--- config.mk ---
export PLATFORM = sky130hd
export DESIGN_NAME = alu_engine
export DESIGN_NICKNAME = d
export VERILOG_FILES = /design/src/rtl/alu_engine_pkg.sv /design/src/rtl/alu_result_fifo.sv /design/src/rtl/alu_engine.sv
export SDC_FILE = /design/constraint.sdc
export NUM_CORES = 1
export LEC_CHECK = 0
export BUFFER_PORTS_ARGS = -buffer_cell sky130_fd_sc_hd__buf_2
export CAP_MARGIN = 20
export CORE_MARGIN = 2
export CORE_UTILIZATION = 40
export CTS_CLUSTER_SIZE = 20
export DETAILED_ROUTE_END_ITERATION = 7
export HOLD_SLACK_MARGIN = 0.06
export SETUP_SLACK_MARGIN = 0.1
export SLEW_MARGIN = 10
export SYNTH_ARGS = -nofsm -noshare
export SYNTH_HDL_FRONTEND = slang
export SYNTH_SLANG_ARGS = --single-unit
--- constraint.sdc ---
create_clock -name i_clk -period 9.3 [get_ports i_clk]
set_clock_uncertainty 0.15 [all_clocks]
set_input_delay 2.79 -clock i_clk [delete_from_list [all_inputs] [get_ports i_clk]]
set_output_delay 2.79 -clock i_clk [all_outputs]
set_load 0.05 [all_outputs]
--- src/rtl/alu_engine_pkg.sv ---
// Shared encodings and types for the ALU execution unit.
// Contents: input-op / output-op encodings, opcode constants, flag bit
// indices, the result-queue entry payload and the multiplier state type.
package alu_engine_pkg;

    localparam int unsigned DATA_W = 32;
    localparam int unsigned FLAG_W = 5;

    // Input-port operations (qualified by i_data_valid)
    typedef enum logic [1:0] {
        IN_LOAD_A = 2'd0,
        IN_LOAD_B = 2'd1,
        IN_EXEC   = 2'd2,
        IN_CLEAR  = 2'd3
    } in_op_e;

    // Read-out views of the queue head
    typedef enum logic [1:0] {
        OUT_LO    = 2'd0,
        OUT_HI    = 2'd1,
        OUT_FLAGS = 2'd2,
        OUT_COUNT = 2'd3
    } out_op_e;

    // Execute opcodes; 10..15 are illegal
    typedef enum logic [3:0] {
        OPC_ADD = 4'd0,
        OPC_SUB = 4'd1,
        OPC_AND = 4'd2,
        OPC_OR  = 4'd3,
        OPC_XOR = 4'd4,
        OPC_SHL = 4'd5,
        OPC_SHR = 4'd6,
        OPC_SAR = 4'd7,
        OPC_MUL = 4'd8,
        OPC_NOT = 4'd9
    } opcode_e;

    // Flag bit positions inside {E,V,C,N,Z}
    localparam int unsigned FLAG_Z = 0;
    localparam int unsigned FLAG_N = 1;
    localparam int unsigned FLAG_C = 2;
    localparam int unsigned FLAG_V = 3;
    localparam int unsigned FLAG_E = 4;

    typedef struct packed {
        logic [FLAG_W-1:0] flags;
        logic [DATA_W-1:0] hi;
        logic [DATA_W-1:0] lo;
    } result_entry_t;

    typedef enum logic {
        S_IDLE = 1'b0,
        S_MUL  = 1'b1
    } mul_state_e;

endpackage

--- src/rtl/alu_result_fifo.sv ---
// Result queue: DEPTH x {flags,hi,lo} synchronous FIFO.
// Ports: clk/rst_n (async active-low), push/pop/clear strobes, wdata in,
// head (current front entry), full/empty/count status.
// A push into a full queue is accepted only when a pop frees a slot the
// same cycle; clear has priority over push and pop.
module alu_result_fifo
    import alu_engine_pkg::*;
#(
    parameter int unsigned DEPTH = 4
) (
    input  logic                    clk,
    input  logic                    rst_n,
    input  logic                    push,
    input  logic                    pop,
    input  logic                    clear,
    input  result_entry_t           wdata,
    output result_entry_t           head,
    output logic                    full,
    output logic                    empty,
    output logic [$clog2(DEPTH):0]  count
);

    localparam int unsigned PTR_W = $clog2(DEPTH);
    localparam int unsigned CNT_W = PTR_W + 1;

    result_entry_t     mem [DEPTH];
    logic [PTR_W-1:0]  wr_ptr_q;
    logic [PTR_W-1:0]  rd_ptr_q;
    logic [CNT_W-1:0]  count_q;
    logic              do_push;
    logic              do_pop;

    assign empty   = (count_q == '0);
    assign full    = (count_q == CNT_W'(DEPTH));
    assign do_pop  = pop && !empty;
    assign do_push = push && (!full || do_pop);
    assign head    = mem[rd_ptr_q];
    assign count   = count_q;

    // Pointers and occupancy; pointers wrap naturally (DEPTH is a power of two)
    always_ff @(posedge clk or negedge rst_n) begin
        if (!rst_n) begin
            wr_ptr_q <= '0;
            rd_ptr_q <= '0;
            count_q  <= '0;
        end else if (clear) begin
            wr_ptr_q <= '0;
            rd_ptr_q <= '0;
            count_q  <= '0;
        end else begin
            if (do_push) wr_ptr_q <= wr_ptr_q + PTR_W'(1);
            if (do_pop)  rd_ptr_q <= rd_ptr_q + PTR_W'(1);
            case ({do_push, do_pop})
                2'b10:   count_q <= count_q + CNT_W'(1);
                2'b01:   count_q <= count_q - CNT_W'(1);
                default: count_q <= count_q;
            endcase
        end
    end

    // Storage; contents are don't-care while empty, so no reset
    always_ff @(posedge clk) begin
        if (do_push && !clear) mem[wr_ptr_q] <= wdata;
    end

endmodule

--- src/rtl/alu_engine.sv ---
// ALU execution unit behind the CPU's ALU special registers.
// Ports: i_clk, i_rst_n (async active-low); write side i_input_op,
// i_data_valid, i_data; read side i_output_op, i_result_empty (pop strobe);
// status o_result_valid, o_result (combinational head view), o_result_flags,
// o_busy (multiply in progress), o_drop (discarded-write pulse).
module alu_engine
    import alu_engine_pkg::*;
#(
    parameter int unsigned RESULT_DEPTH = 4,
    parameter int unsigned MUL_STEPS    = 32
) (
    input  logic        i_clk,
    input  logic        i_rst_n,
    input  logic [1:0]  i_input_op,
    input  logic        i_data_valid,
    input  logic [31:0] i_data,
    input  logic [1:0]  i_output_op,
    input  logic        i_result_empty,
    output logic        o_result_valid,
    output logic [31:0] o_result,
    output logic [4:0]  o_result_flags,
    output logic        o_busy,
    output logic        o_drop
);

    localparam int unsigned CNT_W  = $clog2(RESULT_DEPTH) + 1;
    localparam int unsigned STEP_W = $clog2(MUL_STEPS) + 1;
    localparam logic [STEP_W-1:0] LAST_STEP = STEP_W'(MUL_STEPS - 1);
    localparam logic [STEP_W-1:0] DONE_STEP = STEP_W'(MUL_STEPS);

    mul_state_e        state_q, state_d;
    logic [STEP_W-1:0] step_q, step_d;
    logic [63:0]       prod_q, prod_d, prod_step, mul_value;
    logic [31:0]       mcand_q, mcand_d;
    logic [31:0]       a_q, a_d, b_q, b_d;
    logic              drop_q, drop_c;
    logic [32:0]       partial;
    logic [32:0]       sum;
    logic [63:0]       sh;
    result_entry_t     alu_entry, mul_entry, push_entry, head;
    logic              push_c, pop_c, clear_c, can_push;
    logic              fifo_full, fifo_empty;
    logic [CNT_W-1:0]  fifo_count;

    alu_result_fifo #(
        .DEPTH (RESULT_DEPTH)
    ) u_fifo (
        .clk   (i_clk),
        .rst_n (i_rst_n),
        .push  (push_c),
        .pop   (pop_c),
        .clear (clear_c),
        .wdata (push_entry),
        .head  (head),
        .full  (fifo_full),
        .empty (fifo_empty),
        .count (fifo_count)
    );

    // Single-cycle datapath on the registered operands
    always_comb begin
        alu_entry = '0;
        sum       = '0;
        sh        = '0;
        case (i_data[3:0])
            OPC_ADD: begin
                sum = {1'b0, a_q} + {1'b0, b_q};
                alu_entry.lo = sum[31:0];
                alu_entry.flags[FLAG_C] = sum[32];
                alu_entry.flags[FLAG_V] = (a_q[31] == b_q[31]) && (sum[31] != a_q[31]);
            end
            OPC_SUB: begin
                sum = {1'b0, a_q} - {1'b0, b_q};
                alu_entry.lo = sum[31:0];
                alu_entry.flags[FLAG_C] = sum[32];
                alu_entry.flags[FLAG_V] = (a_q[31] != b_q[31]) && (sum[31] != a_q[31]);
            end
            OPC_AND: alu_entry.lo = a_q & b_q;
            OPC_OR:  alu_entry.lo = a_q | b_q;
            OPC_XOR: alu_entry.lo = a_q ^ b_q;
            OPC_NOT: alu_entry.lo = ~a_q;
            // Shifts run through a 64-bit window so the last bit out lands
            // next to the result and is 0 for a zero amount
            OPC_SHL: begin
                sh = {32'b0, a_q} << b_q[4:0];
                alu_entry.lo = sh[31:0];
                alu_entry.flags[FLAG_C] = sh[32];
            end
            OPC_SHR: begin
                sh = {a_q, 32'b0} >> b_q[4:0];
                alu_entry.lo = sh[63:32];
                alu_entry.flags[FLAG_C] = sh[31];
            end
            OPC_SAR: begin
                sh = 64'($signed({a_q, 32'b0}) >>> b_q[4:0]);
                alu_entry.lo = sh[63:32];
                alu_entry.flags[FLAG_C] = sh[31];
            end
            OPC_MUL: alu_entry = '0;
            default: alu_entry.flags[FLAG_E] = 1'b1;
        endcase
        alu_entry.flags[FLAG_Z] = (alu_entry.lo == '0);
        alu_entry.flags[FLAG_N] = alu_entry.lo[31];
    end

    // Shift-add step: {hi,lo} holds partial product over the remaining multiplier bits
    assign partial   = {1'b0, prod_q[63:32]} + (prod_q[0] ? {1'b0, mcand_q} : 33'd0);
    assign prod_step = {partial, prod_q[31:1]};
    assign mul_value = (step_q == DONE_STEP) ? prod_q : prod_step;

    always_comb begin
        mul_entry       = '0;
        mul_entry.lo    = mul_value[31:0];
        mul_entry.hi    = mul_value[63:32];
        mul_entry.flags[FLAG_Z] = (mul_value == '0);
        mul_entry.flags[FLAG_N] = mul_value[63];
        mul_entry.flags[FLAG_C] = (mul_value[63:32] != '0);
        mul_entry.flags[FLAG_V] = (mul_value[63:32] != '0);
    end

    // Next-state: multiplier sequencing, write decode, queue control
    always_comb begin
        state_d    = state_q;
        step_d     = step_q;
        prod_d     = prod_q;
        mcand_d    = mcand_q;
        a_d        = a_q;
        b_d        = b_q;
        drop_c     = 1'b0;
        push_c     = 1'b0;
        push_entry = '0;
        clear_c    = 1'b0;
        pop_c      = i_result_empty && !fifo_empty && (i_output_op == OUT_LO);
        can_push   = !fifo_full || pop_c;

        if (state_q == S_MUL) begin
            if (step_q != DONE_STEP) begin
                prod_d = prod_step;
                step_d = step_q + STEP_W'(1);
            end
            // Completion stalls (holding the product) until a slot is free
            if (step_q >= LAST_STEP && can_push) begin
                push_c     = 1'b1;
                push_entry = mul_entry;
                state_d    = S_IDLE;
            end
        end

        if (i_data_valid) begin
            case (i_input_op)
                IN_CLEAR: begin
                    clear_c = 1'b1;
                    a_d     = '0;
                    b_d     = '0;
                    state_d = S_IDLE;
                    step_d  = '0;
                end
                IN_LOAD_A: begin
                    if (state_q == S_MUL) drop_c = 1'b1;
                    else                  a_d    = i_data;
                end
                IN_LOAD_B: begin
                    if (state_q == S_MUL) drop_c = 1'b1;
                    else                  b_d    = i_data;
                end
                default: begin
                    if (state_q == S_MUL || !can_push) begin
                        drop_c = 1'b1;
                    end else if (i_data[3:0] == OPC_MUL) begin
                        state_d = S_MUL;
                        step_d  = '0;
                        prod_d  = {32'b0, b_q};
                        mcand_d = a_q;
                    end else begin
                        push_c     = 1'b1;
                        push_entry = alu_entry;
                    end
                end
            endcase
        end
    end

    always_ff @(posedge i_clk or negedge i_rst_n) begin
        if (!i_rst_n) begin
            state_q <= S_IDLE;
            step_q  <= '0;
            prod_q  <= '0;
            mcand_q <= '0;
            a_q     <= '0;
            b_q     <= '0;
            drop_q  <= 1'b0;
        end else begin
            state_q <= state_d;
            step_q  <= step_d;
            prod_q  <= prod_d;
            mcand_q <= mcand_d;
            a_q     <= a_d;
            b_q     <= b_d;
            drop_q  <= drop_c;
        end
    end

    assign o_busy         = (state_q == S_MUL);
    assign o_drop         = drop_q;
    assign o_result_valid = !fifo_empty;

    // Combinational read-out of the head; everything but count reads 0 when empty
    always_comb begin
        o_result       = '0;
        o_result_flags = '0;
        if (!fifo_empty) o_result_flags = head.flags;
        case (i_output_op)
            OUT_LO:    if (!fifo_empty) o_result = head.lo;
            OUT_HI:    if (!fifo_empty) o_result = head.hi;
            OUT_FLAGS: if (!fifo_empty) o_result = 32'(head.flags);
            default:   o_result = 32'(fifo_count);
        endcase
    end

endmodule

==> summary.txt <==
Drt
  • DRC Markers: 0
  • WL/cell: slightly below 30 µm
  • WL final: between 100000 and 150000 µm
  • DR iter-0 viols: 3785
  • Vias per cell: ~6.5
  • DR vias: approximately 27000
  • Final ANT Viol Nets: 0
  • DRT Pass-1 Iters: 8

Clocking
  • Clk_lat worst skew: between 0.6 and 0.7 ns
  • Reg clk slew, reported paths: roughly 0.060 ns
  • CTS resizes: 0
  • CTS Root Cell: clkbuf_16
  • CTS Buffer Depth: 3
  • Hold buffers post-CTS: 0
  • Sink Count: approximately 450
  • CTS tree: built
  • Cts bufs inserted: 50
  • Clock H-tree levels: 2
  • Post-CTS Setup Inserts: 0

Pwr
  • Pleak: 13.00 nW
  • Power per standard cell area: roughly 230 mW/mm²
  • VDD IR max: approximately 130 µV

Placed design
  • Place WS: about 1.8 ns
  • Gp weighted congestion: slightly above 1
  • Port Buffers: between 70 and 80
  • Hpwl dp: between 80000 and 90000 µm

GRT
  • Total grt overflow: 0
  • Global-route wire length before repair: 179200 µm
  • Largest net degree at the start of global routing: 106
  • Antenna violations before repair: 4
  • Vias in the first global route: between 20000 and 30000
  • Global Route Usage Sum: 0.2976

Timing
  • Setup TNS: 0 ns
  • Final setup fails: 0
  • Final Cycle Share: 0.8074
  • Tmin final: between 7 and 8 ns
  • Final Worst Setup Slack: 1.791 ns
  • Slew margin rel.: 0.1180
  • Slew @ Worst Pin: roughly 1.3 ns
  • Hold Vio Cnt, Final: 0
  • Unrepaired setup endpoints after global routing: no
  • Final Max Tran Viols: 0
  • Fmax: approximately 130 MHz

Synthesis
  • Syn nets: 3301
  • Synth Flop Type: edfxtp_1
  • Seq/Total Area, Yosys: 0.4037
  • Area of the mapped netlist: 0.03138 mm²
  • EDFF count, synth: between 200 and 300
  • Synthesis-stage register bit count: 451
  • Syn_area_per_cell: 10.05 µm²
  • Gate Count Post-Synth: ~3100
  • Synth warn: 0
  • Fraction of registers with async set/reset: 0.3880
  • Netlist cell types: 95

Critical path
  • CP required: roughly 6.4 ns
  • Critical path type: in2out
  • RR Startpoint: b_q[2]$_DFFE_PN0P_
  • Worst-path maximum fanout: 36
  • CP arrival: roughly 4.6 ns
  • Worst R2R Setup Slack: between 3 and 4 ns
  • Setup crit end kind: output pin
  • Critical Path Source Type: input pin
  • CP startpoint: i_output_op[0]
  • FF-to-FF path depth: 12
  • Worst R2R End: u_fifo.mem[0][66]$_DFFE_PP_

Floorplan
  • Die footprint: ~0.081 mm²
  • Core Box Area: 0.07759 mm²
  • Die Wd: approximately 280 µm
  • I/O pin count: 80
  • Row cnt: between 100 and 150
  • Die Span Y: ~280 µm
  • Initial core utilization: 0.4044

Worst hold path
  • Min-Delay Endpoint: mcand_q[31]$_DFFE_PN0P_
  • Hold Crit Start: mcand_q[31]$_DFFE_PN0P_
  • HP Class: reg2reg
  • Hold path depth: 1

Cells and area
  • Area added between synthesis and finish: 9.858%
  • Fill cell count: around 7500
  • Final #Nets: around 3300
  • Share of cells above drive strength 1: 0.1460
  • Multi-input logic area: 0.01741 mm²
  • Register Area: roughly 0.013 mm²

Run status
  • Status: finished clean

Flow run
  • Max-Cap Viols: 0
[stage by stage]
| step | area, µm² | power (mW) | instances | hold slack [ns] | util |
|---|---|---|---|---|---|
| 2_1_floorplan | 31380 | 4.792 | 3122 | 0.3221 | - |
| 3_3_place_gp | 32700 | 5.829 | 4059 | 0.3336 | 0.4215 |
| 3_5_place_dp | 32710 | 5.825 | 4060 | 0.3376 | 0.4215 |
| 4_1_cts | 34410 | 7.879 | 4153 | 0.3514 | 0.4434 |
| 5_1_grt | 34460 | 8.273 | 4157 | 0.3676 | 0.4442 |
| 6_report | 34470 | 7.923 | 4159 | 0.3479 | 0.4442 |
[logic make-up (layout without fill, tap and decap cells)]
kind of cell | count (synthesis) | in the layout | synth area share
AOI/OAI and AO/OA | 841 | 841 | 0.1803
xor gates and xnor gates | 47 | 47 | 0.01312
adders and majority gates | 139 | 139 | 0.05639
buffers and inverters | 355 | 350 | 0.04426
DFF | 451 | 451 | 0.4037
muxes | 333 | 333 | 0.1540
other | 0 | 2 | 0
and+or+nand+nor | 956 | 956 | 0.1482
[cells in the final DEF (no fill, tap or decap), types with 40 or more instances in the layout]
master / instances
dfrtp_1: 169
ha_1: 135
nor2_1: 213
a21oi_1: 179
clkbuf_16: 50
buf_4: 64
mux2i_1: 153
a211oi_1: 56
nor4_1: 41
nand3_1: 56
nand2_1: 324
buf_2: 79
edfxtp_1: 276
and2_1: 50
inv_1: 105
mux4_2: 110
o21ai_0: 172
a22o_1: 40
o22ai_1: 56
nor3_1: 57
mux2_2: 67
[sequential cells by signal, indices dropped and copies added (netlist names)]
name             cells
a_q                 32
b_q                 32
mcand_q             32
o_busy               1
o_drop               1
prod_q              64
step_q               6
u_fifo.count         3
u_fifo.mem         276
u_fifo.rd_ptr_q      2
u_fifo.wr_ptr_q      2
[power by group]
part | switching (mW) | internal [mW] | leakage, nW | total [mW]
Combinational | 2.02 | 1.14 | 7.26 | 3.16
Sequential | 0.360 | 2.36 | 4.93 | 2.72
Clock | 0.859 | 1.18 | 0.819 | 2.04
[routing by layer]
| metal | part of all wire | GRT usage | wire [µm] |
|---|---|---|---|
| met2 | 0.42 | 0.4311 | 51800 |
| met3 | 0.10 | 0.06388 | 12430 |
| met1 | 0.44 | 0.4350 | 53660 |
| met4 | 0.040 | 0.1109 | 4895 |
| met5 | 0 | 0 | 0 |
[cell usage after synthesis (all sizes together), types with 9 or more instances]
library cell | count | area (µm²)
nand2 | 327 | 1230
edfxtp | 276 | 8288
nor2 | 214 | 803.3
clkbuf | 192 | 720.7
a21oi | 179 | 895.9
dfrtp | 175 | 4379
o21ai | 174 | 870.8
mux2i | 153 | 1531
ha | 135 | 1689
mux4 | 112 | 2530
inv | 106 | 397.9
mux2 | 68 | 769.5
a211oi | 57 | 432.9
nor3 | 57 | 285.3
nand3 | 56 | 280.3
o22ai | 56 | 350.3
buf | 55 | 262.8
and2 | 51 | 319.1
nor4 | 43 | 275.3
a22o | 40 | 350.3
nor2b | 38 | 237.7
xnor2 | 30 | 262.8
a31oi | 29 | 181.4
o211ai | 28 | 210.2
nand2b | 24 | 150.1
a21o | 23 | 172.7
and3 | 23 | 143.9
nand4 | 22 | 137.6
o31ai | 21 | 157.7
o21a | 20 | 150.1
or3 | 20 | 125.1
a221oi | 17 | 148.9
a22oi | 17 | 127.6
or2 | 17 | 106.4
xor2 | 17 | 148.9
o21bai | 16 | 120.1
o221ai | 16 | 140.1
nand3b | 14 | 105.1
a2111oi | 12 | 105.1
o2111ai | 11 | 96.34
o311ai | 9 | 78.83
o31a | 9 | 78.83
[worst max-delay path by stage]
| stage | endpoint | slack [ns] | cells past startpoint |
|---|---|---|---|
| 6_report | o_result[8] | 1.79 | 6 |
| 2_1_floorplan | o_result[0] | 1.68 | 4 |
| 5_1_grt | o_result[8] | 1.64 | 6 |
| 3_5_place_dp | u_fifo.mem[2][22]$_DFFE_PP_ | 1.75 | 8 |
| 4_1_cts | o_result[8] | 1.76 | 6 |
| 3_3_place_gp | o_result[8] | 1.77 | 6 |
[worst max-delay path: stages]
cell     delay, ns
buf_2         0.70
buf_4         0.34
mux4_2        0.31
mux2i_1       0.14
nor2_1        0.05
buf_2         0.23
[layout make-up]
class	count	area share
inverters	108	0.01176
diodes	2	0.0001452
clock buffers	64	0.03840
flip-flops and latches	451	0.3679
clock inverters	29	0.01085
well taps	1040	0.03775
repair buffers	149	0.02806
multi-input cells	2316	0.5052
Power figures use the tool's default switching activity.
